**src/rtl/sect283r1_pt_unload.sv**
```systemverilog
`default_nettype none
// ============================================================================
// Module   : sect283r1_pt_unload
// Desc     : Captures the 283-bit affine result (x, y) of sect283r1_pt_mul on
//            the rising edge of done and streams it out as 32-bit words over a
//            valid/ready handshake. Sticky ovf flags results dropped while a
//            previous stream is still draining.
//            Optional macro SECT283R1_PT_UNLOAD_INF_HDR_EN prepends one header
//            word {31'b0, inf}, where inf marks the point at infinity (x=y=0).
// Revision : 1.0 - initial release
// ============================================================================
module sect283r1_pt_unload #(
    parameter int MSW_FIRST = 0
) (
    input  logic          clk,
    input  logic          rst_n,
    input  logic          clr,
    input  logic          done,
    input  logic [282:0]  x,
    input  logic [282:0]  y,
    output logic [31:0]   m_data,
    output logic          m_valid,
    input  logic          m_ready,
    output logic          m_last,
    output logic          busy,
    output logic          ovf
);

`ifdef SECT283R1_PT_UNLOAD_INF_HDR_EN
    localparam logic [4:0] LAST_IDX = 5'd18;
`else
    localparam logic [4:0] LAST_IDX = 5'd17;
`endif

    typedef enum logic [0:0] {
        ST_IDLE = 1'b0,
        ST_SEND = 1'b1
    } state_t;

    state_t         state_q, state_d;
    logic           done_q;
    logic [565:0]   hold_q, hold_d;     // {y, x}
    logic [4:0]     cnt_q, cnt_d;
    logic [31:0]    m_data_q, m_data_d;
    logic           m_last_q, m_last_d;
    logic           ovf_q, ovf_d;
`ifdef SECT283R1_PT_UNLOAD_INF_HDR_EN
    logic           inf_q, inf_d;
`endif

    logic           trig;
    logic           hs;
    logic           final_hs;
    logic           capture;
    logic [31:0]    word;

    assign trig     = done & ~done_q;
    assign hs       = (state_q == ST_SEND) & m_ready;
    assign final_hs = hs & (cnt_q == LAST_IDX);

    // Coordinate word p (0..17): p<9 selects x, otherwise y. The 4-bit
    // subtraction wraps 9..17 onto 0..8 without widening the index.
    function automatic logic [31:0] coord_word(input logic [565:0] h, input logic [4:0] p);
        logic [287:0] c;
        logic [3:0]   k;
        if (p < 5'd9) begin
            c = {5'b0, h[282:0]};
            k = p[3:0];
        end else begin
            c = {5'b0, h[565:283]};
            k = p[3:0] - 4'd9;
        end
        if (MSW_FIRST != 0) begin
            k = 4'd8 - k;
        end
        return c[{k, 5'b0} +: 32];
    endfunction

    // Next-state, capture, counter and flag logic; clr overrides everything.
    always_comb begin
        state_d = state_q;
        hold_d  = hold_q;
        cnt_d   = cnt_q;
        ovf_d   = ovf_q;
        capture = 1'b0;
`ifdef SECT283R1_PT_UNLOAD_INF_HDR_EN
        inf_d   = inf_q;
`endif
        if (clr) begin
            state_d = ST_IDLE;
            cnt_d   = 5'd0;
            ovf_d   = 1'b0;
        end else begin
            case (state_q)
                ST_IDLE: begin
                    if (trig) begin
                        capture = 1'b1;
                    end
                end
                ST_SEND: begin
                    if (hs) begin
                        if (cnt_q == LAST_IDX) begin
                            if (trig) begin
                                capture = 1'b1;
                            end else begin
                                state_d = ST_IDLE;
                            end
                        end else begin
                            cnt_d = cnt_q + 5'd1;
                        end
                    end
                    if (trig && !final_hs) begin
                        ovf_d = 1'b1;
                    end
                end
                default: state_d = ST_IDLE;
            endcase
            if (capture) begin
                hold_d  = {y, x};
                cnt_d   = 5'd0;
                state_d = ST_SEND;
`ifdef SECT283R1_PT_UNLOAD_INF_HDR_EN
                inf_d   = (x == '0) && (y == '0);
`endif
            end
        end
    end

    // Output word for the next cycle, taken from next-state values so the
    // registered m_data lines up with the counter.
    always_comb begin
`ifdef SECT283R1_PT_UNLOAD_INF_HDR_EN
        if (cnt_d == 5'd0) begin
            word = {31'b0, inf_d};
        end else begin
            word = coord_word(hold_d, cnt_d - 5'd1);
        end
`else
        word = coord_word(hold_d, cnt_d);
`endif
        m_data_d = (state_d == ST_SEND) ? word : m_data_q;
        m_last_d = (state_d == ST_SEND) && (cnt_d == LAST_IDX);
    end

    // State and datapath registers.
    always_ff @(posedge clk or negedge rst_n) begin
        if (!rst_n) begin
            state_q  <= ST_IDLE;
            done_q   <= 1'b0;
            hold_q   <= '0;
            cnt_q    <= 5'd0;
            m_data_q <= 32'd0;
            m_last_q <= 1'b0;
            ovf_q    <= 1'b0;
`ifdef SECT283R1_PT_UNLOAD_INF_HDR_EN
            inf_q    <= 1'b0;
`endif
        end else begin
            state_q  <= state_d;
            done_q   <= done;
            hold_q   <= hold_d;
            cnt_q    <= cnt_d;
            m_data_q <= m_data_d;
            m_last_q <= m_last_d;
            ovf_q    <= ovf_d;
`ifdef SECT283R1_PT_UNLOAD_INF_HDR_EN
            inf_q    <= inf_d;
`endif
        end
    end

    assign m_data  = m_data_q;
    assign m_last  = m_last_q;
    assign m_valid = (state_q == ST_SEND);
    assign busy    = (state_q == ST_SEND);
    assign ovf     = ovf_q;

endmodule
`default_nettype wire

```
**config.mk**
```make
export PLATFORM = sky130hd
export DESIGN_NAME = sect283r1_pt_unload
export DESIGN_NICKNAME = d
export VERILOG_FILES = /design/src/rtl/sect283r1_pt_unload.sv
export SDC_FILE = /design/constraint.sdc
export NUM_CORES = 1
export LEC_CHECK = 0
export CAP_MARGIN = 5
export CORE_MARGIN = 1
export CORE_UTILIZATION = 30
export CTS_BUF_LIST = sky130_fd_sc_hd__clkbuf_16
export DETAILED_ROUTE_END_ITERATION = 8
export GPL_ROUTABILITY_DRIVEN = 0
export HOLD_SLACK_MARGIN = 0.12
export PLACE_DENSITY = 0.59
export SETUP_SLACK_MARGIN = 0.02
export SLEW_MARGIN = 20
export SYNTH_ARGS = -nofsm -noshare
export SYNTH_HDL_FRONTEND = slang
export SYNTH_SLANG_ARGS = --single-unit
```
**constraint.sdc**
```tcl
create_clock -name clk -period 7.8 [get_ports clk]
set_clock_uncertainty 0.1 [all_clocks]
set_input_delay 0.78 -clock clk [delete_from_list [all_inputs] [get_ports clk]]
set_output_delay 0.78 -clock clk [all_outputs]
set_load 0.01 [all_outputs]
```
==> impl_metrics.env, run 1 <==
export IMPL_use_met2_pct=39.22
export IMPL_worstPathCellList="clkdlybuf4s50_1 -> nor2b_1 -> a211oi_1 -> o21bai_4 -> inv_4 -> buf_4 -> nor3_2 -> mux2i_1 -> nand2_2 -> or2_1 -> o31ai_1 -> a21o_1"
export IMPL_power_frac_seq_pct=42.7
export IMPL_synth_edff_count=0
export IMPL_dr_pass1_iters=6
export IMPL_fin_crit_sh_pct=67.76
export IMPL_multiInputGateArea_um2=12350
export IMPL_yosys_warnings=0
export IMPL_cp_max_fo=47
export IMPL_die_area_um2=96920
export IMPL_clockPowerShare_pct=36.0
export IMPL_drtIter0Drc=2483
export IMPL_routed_via_density=5.046
export IMPL_total_leakage_power_nw=17.81
export IMPL_fin_ws_ns=2.514
export IMPL_path_buf_inv=3
export IMPL_htreeDepth=3
export IMPL_fillers=9540
export IMPL_grt_busiest_layer="met2"
export IMPL_cts_tree="built"
export IMPL_crit_slowest_cell="o21bai_4"
export IMPL_critical_path_class="input port to flop"
export IMPL_clockBufferDepth=3
export IMPL_synthesis_nets=3812
export IMPL_cts_sinks=607
export IMPL_netlist_area_um2=28700
export IMPL_ant_nets=0
export IMPL_synthCells=3237
export IMPL_syn_mean_instance_area_um2=8.867
export IMPL_dp_hpwl_mm=88.06
export IMPL_core_area_um2=94870
export IMPL_nets=4302
export IMPL_final_hold_viol_count=0
export IMPL_crit_path_start_kind="input port"
export IMPL_grt_max_degree=201
export IMPL_clock_root_buffer="clkbuf_16"
export IMPL_num_io_pins=607
export IMPL_setup_violations=0
export IMPL_critPathRequiredTime_ns=8.26
export IMPL_vias=25640
export IMPL_clk_latency_ns=0.63
export IMPL_status="finished, final reports clean"
export IMPL_use_met3_pct=7.201
export IMPL_die_y_um=311.3
export IMPL_use_met1_pct=30.45
export IMPL_synth_flop_cell="dfrtp_1"
export IMPL_die_width_um=311.3
export IMPL_pre_cts_ws_ns=1.898
export IMPL_internal_power_w=0.006530
export IMPL_track_usage_pct=24.55
export IMPL_hold_class="flop to flop"
export IMPL_areaGrowthSynthToFinish_pct=32.74
export IMPL_cts_buffers=73
export IMPL_antenna_found_initial=60
export IMPL_fin_crit_ns=5.286
export IMPL_switching_power_w=0.002769
export IMPL_num_rows=113
export IMPL_overflow=0
export IMPL_end_kind="flop"
export IMPL_slowest_delay_ns=0.78
export IMPL_ir_drop_v=0.0001367
export IMPL_tightest_slew_ns=1.068
export IMPL_max_freq_mhz=189.2
export IMPL_synthDistinctLibCells=82
export IMPL_slew_viol_final=0
export IMPL_initial_utilization_pct=30.25
export IMPL_cts_setup_buffers=0
export IMPL_cpLargestDelayFamily="compound AO/OA/AOI/OAI gates"
export IMPL_drive_gt1_share_pct=7.082
export IMPL_rsz0062_at_grt="false"
export IMPL_ys_seq_area_share_pct=52.92
export IMPL_finalWirelength_mm=121.5
export IMPL_synthArstFlopShare_pct=100.0
export IMPL_wl_per_cell_um=23.92
export IMPL_powerDensity_nw_per_um2=244.1
export IMPL_grt_first_pass_wirelength_mm=174.4
export IMPL_placed_area_um2=35700
export IMPL_maxSlewHeadroom_pct=28.72
export IMPL_drc=0
export IMPL_pwr_share_comb_pct=21.3
export IMPL_arrival_ns=5.74
export IMPL_tns_ns=0
export IMPL_portBuffers=606
export IMPL_clk_pin_slew_worst_paths_ns=0.06
export IMPL_maxCapViolations=0
export IMPL_ff_latch_area_um2=15190
export IMPL_fin_area_um2=38100
export IMPL_yosys_register_bits=607
export IMPL_p_sw_share_pct=29.78
export IMPL_first_global_vias=25360
stage by stage:
stage,power (W),instances,util (%),hold WS [ns]
after floorplan,0.005002,3237,-,0.3334
after global placement,0.005965,4916,37.62,0.3511
after detailed placement,0.005996,4916,37.63,0.3533
after CTS,0.009377,5049,40.07,0.3677
after global routing,0.009739,5071,40.13,0.3805
final,0.009299,5081,40.16,0.3662
Yosys cell counts, drive strengths merged, types with 4 or more instances:
cell / count / area share (%)
a211o: 11 / 0.34
inv: 41 / 0.54
buf: 165 / 3.1
o311ai: 4 / 0.12
o31ai: 11 / 0.29
nand2: 1494 / 20
a2111oi: 5 / 0.15
or3: 13 / 0.28
o22ai: 50 / 1.1
nor3: 14 / 0.28
a31oi: 24 / 0.58
a21o: 11 / 0.29
clkbuf: 61 / 0.80
o2111a: 4 / 0.16
nor2: 84 / 1.1
nand4: 24 / 0.52
a221o: 7 / 0.24
o21ai: 53 / 1.0
a222oi: 16 / 0.56
and3b: 5 / 0.15
o221ai: 10 / 0.31
nand3: 43 / 0.78
a311oi: 4 / 0.18
ha: 4 / 0.17
dfrtp: 607 / 53
a221oi: 25 / 0.76
a211oi: 27 / 0.71
a22o: 25 / 0.76
a21boi: 7 / 0.18
o22a: 7 / 0.21
o21a: 12 / 0.31
a21oi: 70 / 1.2
a22oi: 21 / 0.55
mux2: 94 / 3.8
a41o: 5 / 0.17
and2: 7 / 0.15
o211ai: 28 / 0.80
mux2i: 107 / 3.7
area by class of cell:
| class | count | area share [%] |
|---|---|---|
| Tap cell | 1265 | 4.154 |
| Sequential cell | 607 | 39.87 |
| Antenna cell | 32 | 0.2102 |
| Timing Repair Buffer | 641 | 16.89 |
| Clock inverter | 59 | 1.258 |
| Inverter | 41 | 0.4171 |
| Multi-Input combinational cell | 2363 | 32.40 |
| Clock buffer | 73 | 4.795 |
registers in the layout (all words and copies together), names as in the netlist:
signal	count
cnt_q	5
hold_q	566
busy	1
done_q	1
m_last	1
ovf	1
m_data	32
placed cells by master (no fill, tap or decap), types with 6 or more instances in the layout:
cell type        count
a211oi_1            26
o211ai_1            26
clkdlybuf4s50_1    605
a211o_1             11
nand2_1           1492
o31ai_1             11
clkinv_2             9
o21ai_0             46
clkinv_1            19
nor2_1              77
nand4_1             24
o21a_1              12
a221o_1              7
and2_1               6
diode_2             32
bufinv_16            6
nor3_1              11
a21boi_0             7
or3_1               13
a21o_1              10
o221ai_1            10
a222oi_1            16
a221oi_1            25
mux2i_1            107
dfrtp_1            607
buf_4               26
inv_1               48
a22o_1              25
clkbuf_16           73
nand3_1             41
mux2_2              89
o22a_1               7
a22oi_1             20
a31oi_1             23
a21oi_1             69
buf_12               8
o22ai_1             50
worst paths after layout:
path | startpoint | endpoint | slack, ns | depth (start not counted)
setup / recovery | done | m_data[4] | 2.51 | 12
setup reg to reg | cnt_q[1] | m_data[2] | 2.57 | 12
min in group asynchronous | rst_n | hold_q[380] | 0.66 | 2
max in group asynchronous | rst_n | hold_q[92] | 5.50 | 3
hold reg to reg | hold_q[277] | hold_q[277] | 0.37 | 2
hold / removal | hold_q[277] | hold_q[277] | 0.37 | 2
power groups by stage:
stage	Combinational, W	Clock, W	Sequential (W)
floorplan	0.00102	0	0.00398
global route	0.00217	0.00354	0.00403
global placement	0.00196	0	0.00400
CTS	0.00199	0.00342	0.00397
detailed placement	0.00197	0	0.00402
finish	0.00198	0.00335	0.00397
timing repair:
| item | in CTS | in global routing |
|---|---|---|
| gates resized for setup | 0 | 0 |
| hold endpoints to repair | 72 | 0 |
| hold buffers | 1 | 0 |
cells by family (layout without fill, tap and decap cells):
group / count (synthesis) / after routing / synth area share, %
AND/OR/NAND/NOR: 1701 / 1701 / 23.36
flip-flops: 607 / 607 / 52.92
AO/OA/AOI/OAI: 457 / 457 / 11.63
buffers and inverters: 267 / 814 / 4.433
multiplexers: 201 / 201 / 7.485
adder cells (fa/ha/maj): 4 / 4 / 0.1744
other: 0 / 32 / 0
tightest hold or removal path, cell delays in order, from the launching register on:
cell and delay (ns):
dfrtp_1 0.32, nand2_1 0.04, nand2_1 0.07
routing by layer:
layer / up-vias / wire length [µm]
li1: 11860 / -
met1: 12420 / 48380
met2: 1037 / 56780
met3: 268 / 10710
met4: 54 / 5333
met5: - / 323
(Power assumes the default switching activity.)
==> run 2: changes to the inputs <==
--- a/config.mk
+++ b/config.mk
@@ -12,7 +12,7 @@
 export DETAILED_ROUTE_END_ITERATION = 8
 export GPL_ROUTABILITY_DRIVEN = 0
 export HOLD_SLACK_MARGIN = 0.12
-export PLACE_DENSITY = 0.59
+export PLACE_DENSITY = 0.61
 export SETUP_SLACK_MARGIN = 0.02
 export SLEW_MARGIN = 20
 export SYNTH_ARGS = -nofsm -noshare
==> constraint.sdc (replaced) <==
create_clock -name clk -period 4.6 [get_ports clk]
set_clock_uncertainty 0.1 [all_clocks]
set_input_delay 0.46 -clock clk [delete_from_list [all_inputs] [get_ports clk]]
set_output_delay 0.46 -clock clk [all_outputs]
set_load 0.01 [all_outputs]
==> impl_metrics.env, run 2 (synthesis gave the netlist of run 1 again) <==
export IMPL_status="finished, final reports clean"
export IMPL_tightest_slew_ns=0.9479
export IMPL_placed_area_um2=36330
export IMPL_critPathRequiredTime_ns=4.97
export IMPL_die_area_um2=96920
export IMPL_hold_class="input port to flop"
export IMPL_num_io_pins=607
export IMPL_drc=0
export IMPL_fin_area_um2=38640
export IMPL_ant_nets=0
export IMPL_overflow=0
export IMPL_clockBufferDepth=3
export IMPL_crit_slowest_cell="dfrtp_1"
export IMPL_die_width_um=311.3
export IMPL_hp_start="y[1]"
export IMPL_place_inst=4978
export IMPL_wl_per_cell_um=23.77
export IMPL_finalWirelength_mm=122.1
export IMPL_fin_cells=5135
export IMPL_powerDensity_nw_per_um2=403.3
export IMPL_slowest_delay_ns=0.73
export IMPL_vias=25980
export IMPL_total_leakage_power_nw=18.16
export IMPL_rsz0062_at_grt="false"
export IMPL_final_hold_viol_count=0
export IMPL_reg2reg_from="busy"
export IMPL_maxSlewHeadroom_pct=36.14
export IMPL_drtIter0Drc=2569
export IMPL_clk_pin_slew_worst_paths_ns=0.06
export IMPL_dr_pass1_iters=7
export IMPL_cpLargestDelayFamily="simple AND/OR/NAND/NOR gates"
export IMPL_arrival_ns=4.51
export IMPL_maxCapViolations=0
export IMPL_first_global_vias=25770
export IMPL_fin_ws_ns=0.4573
export IMPL_htreeDepth=3
export IMPL_tns_ns=0
export IMPL_core_area_um2=94870
export IMPL_pre_cts_ws_ns=0.08785
export IMPL_cp_startpoint="busy"
export IMPL_fin_crit_sh_pct=90.06
export IMPL_antenna_found_initial=53
export IMPL_grt_first_pass_wirelength_mm=176.9
export IMPL_top_register="hold_q"
export IMPL_portBuffers=606
export IMPL_grt_max_degree=124
export IMPL_cp_max_fo=30
export IMPL_cts_tree="built"
export IMPL_areaGrowthSynthToFinish_pct=34.61
export IMPL_critical_path_class="flop to flop"
export IMPL_slew_viol_final=0
export IMPL_cts_sinks=607
export IMPL_clk_latency_ns=0.61
export IMPL_cts_setup_buffers=0
export IMPL_routed_via_density=5.059
export IMPL_clock_root_buffer="clkbuf_16"
export IMPL_end_kind="flop"
export IMPL_num_rows=113
export IMPL_die_y_um=311.3
export IMPL_initial_utilization_pct=30.25
export IMPL_fin_crit_ns=4.143
export IMPL_largest_reg_flops=566
export IMPL_setup_violations=0
export IMPL_layout_commonest_cell="nand2_1"
export IMPL_most_common_layout_cells="1492 x nand2_1, 607 x dfrtp_1, 605 x clkdlybuf4s50_1"
export IMPL_max_freq_mhz=241.4
export IMPL_dp_hpwl_mm=93.04
export IMPL_worstPathCellList="nand3_1 -> nor3_1 -> o21ai_4 -> inv_2 -> or2_4 -> buf_12 -> buf_4 -> mux2i_1 -> o31ai_1 -> a21oi_1 -> o22ai_1"
export IMPL_drive_gt1_share_pct=8.485
export IMPL_nets=4363
export IMPL_crit_path_start_kind="flop"
export IMPL_track_usage_pct=24.76
export IMPL_ir_drop_v=0.0002305
export IMPL_cts_buffers=72
export IMPL_path_buf_inv=3
==> run 2: what timing repair did <==
action                                  4_1_cts  5_1_grt
gates resized for setup                       0        0
endpoints found under the setup margin        0        0
endpoints found under the hold margin        64        0
hold buffers                                  1        0
==> run 2: cell type report <==
| cell class | instances | area, µm² |
|---|---|---|
| antenna | 28 | 70.07 |
| clock buffer | 74 | 1852 |
| clock inverter | 54 | 370.4 |
| fill | 9492 | 56230 |
| inverter | 41 | 158.9 |
| multi-input combinational | 2363 | 12340 |
| sequential | 607 | 15190 |
| tap | 1265 | 1583 |
| timing repair buffer | 703 | 7077 |
==> run 2: path summary, 6_finish.rpt <==
path,endpoint,depth (start not counted),slack [ns]
max in group asynchronous,hold_q[278],3,2.94
worst min register to register,hold_q[519],2,0.37
worst max-delay path,m_data[7],11,0.46
worst min-delay path,hold_q[284],3,0.28
worst max register to register,m_data[7],11,0.46
min in group asynchronous,hold_q[423],2,0.34
==> run 2: worst min-delay path, delay by kind of cell <==
kind / cells / cell delay [ns]
and+or+nand+nor: 2 / 0.09
buffers and inverters: 1 / 0.40
==> run 2: where the power goes <==
part           switching [W]  internal (W)
Clock                0.00234       0.00314
Combinational        0.00189       0.00148
Sequential          0.000354       0.00639
Total                0.00457        0.0110
==> run 2: routing by layer <==
| layer | vias to the layer above | part of all wire (%) | global-route usage [%] | routed length (µm) |
|---|---|---|---|---|
| li1 | 11970 | - | - | - |
| met1 | 12700 | 40 | 31.26 | 48530 |
| met2 | 1059 | 48 | 41.08 | 59050 |
| met3 | 212 | 8.4 | 6.243 | 10270 |
| met4 | 42 | 3.2 | 8.386 | 3945 |
| met5 | - | 0.21 | 0 | 261 |
==> run 2: per-stage QoR <==
stage	power [W]	hold WS [ns]	utilization, %
final	0.01558	0.2824	40.73
after global routing	0.01634	0.2897	40.69
after CTS	0.01572	0.2562	40.65
after floorplan	0.008482	0.06441	-
after detailed placement	0.01019	0.3568	38.30
after global placement	0.01012	0.3511	38.30
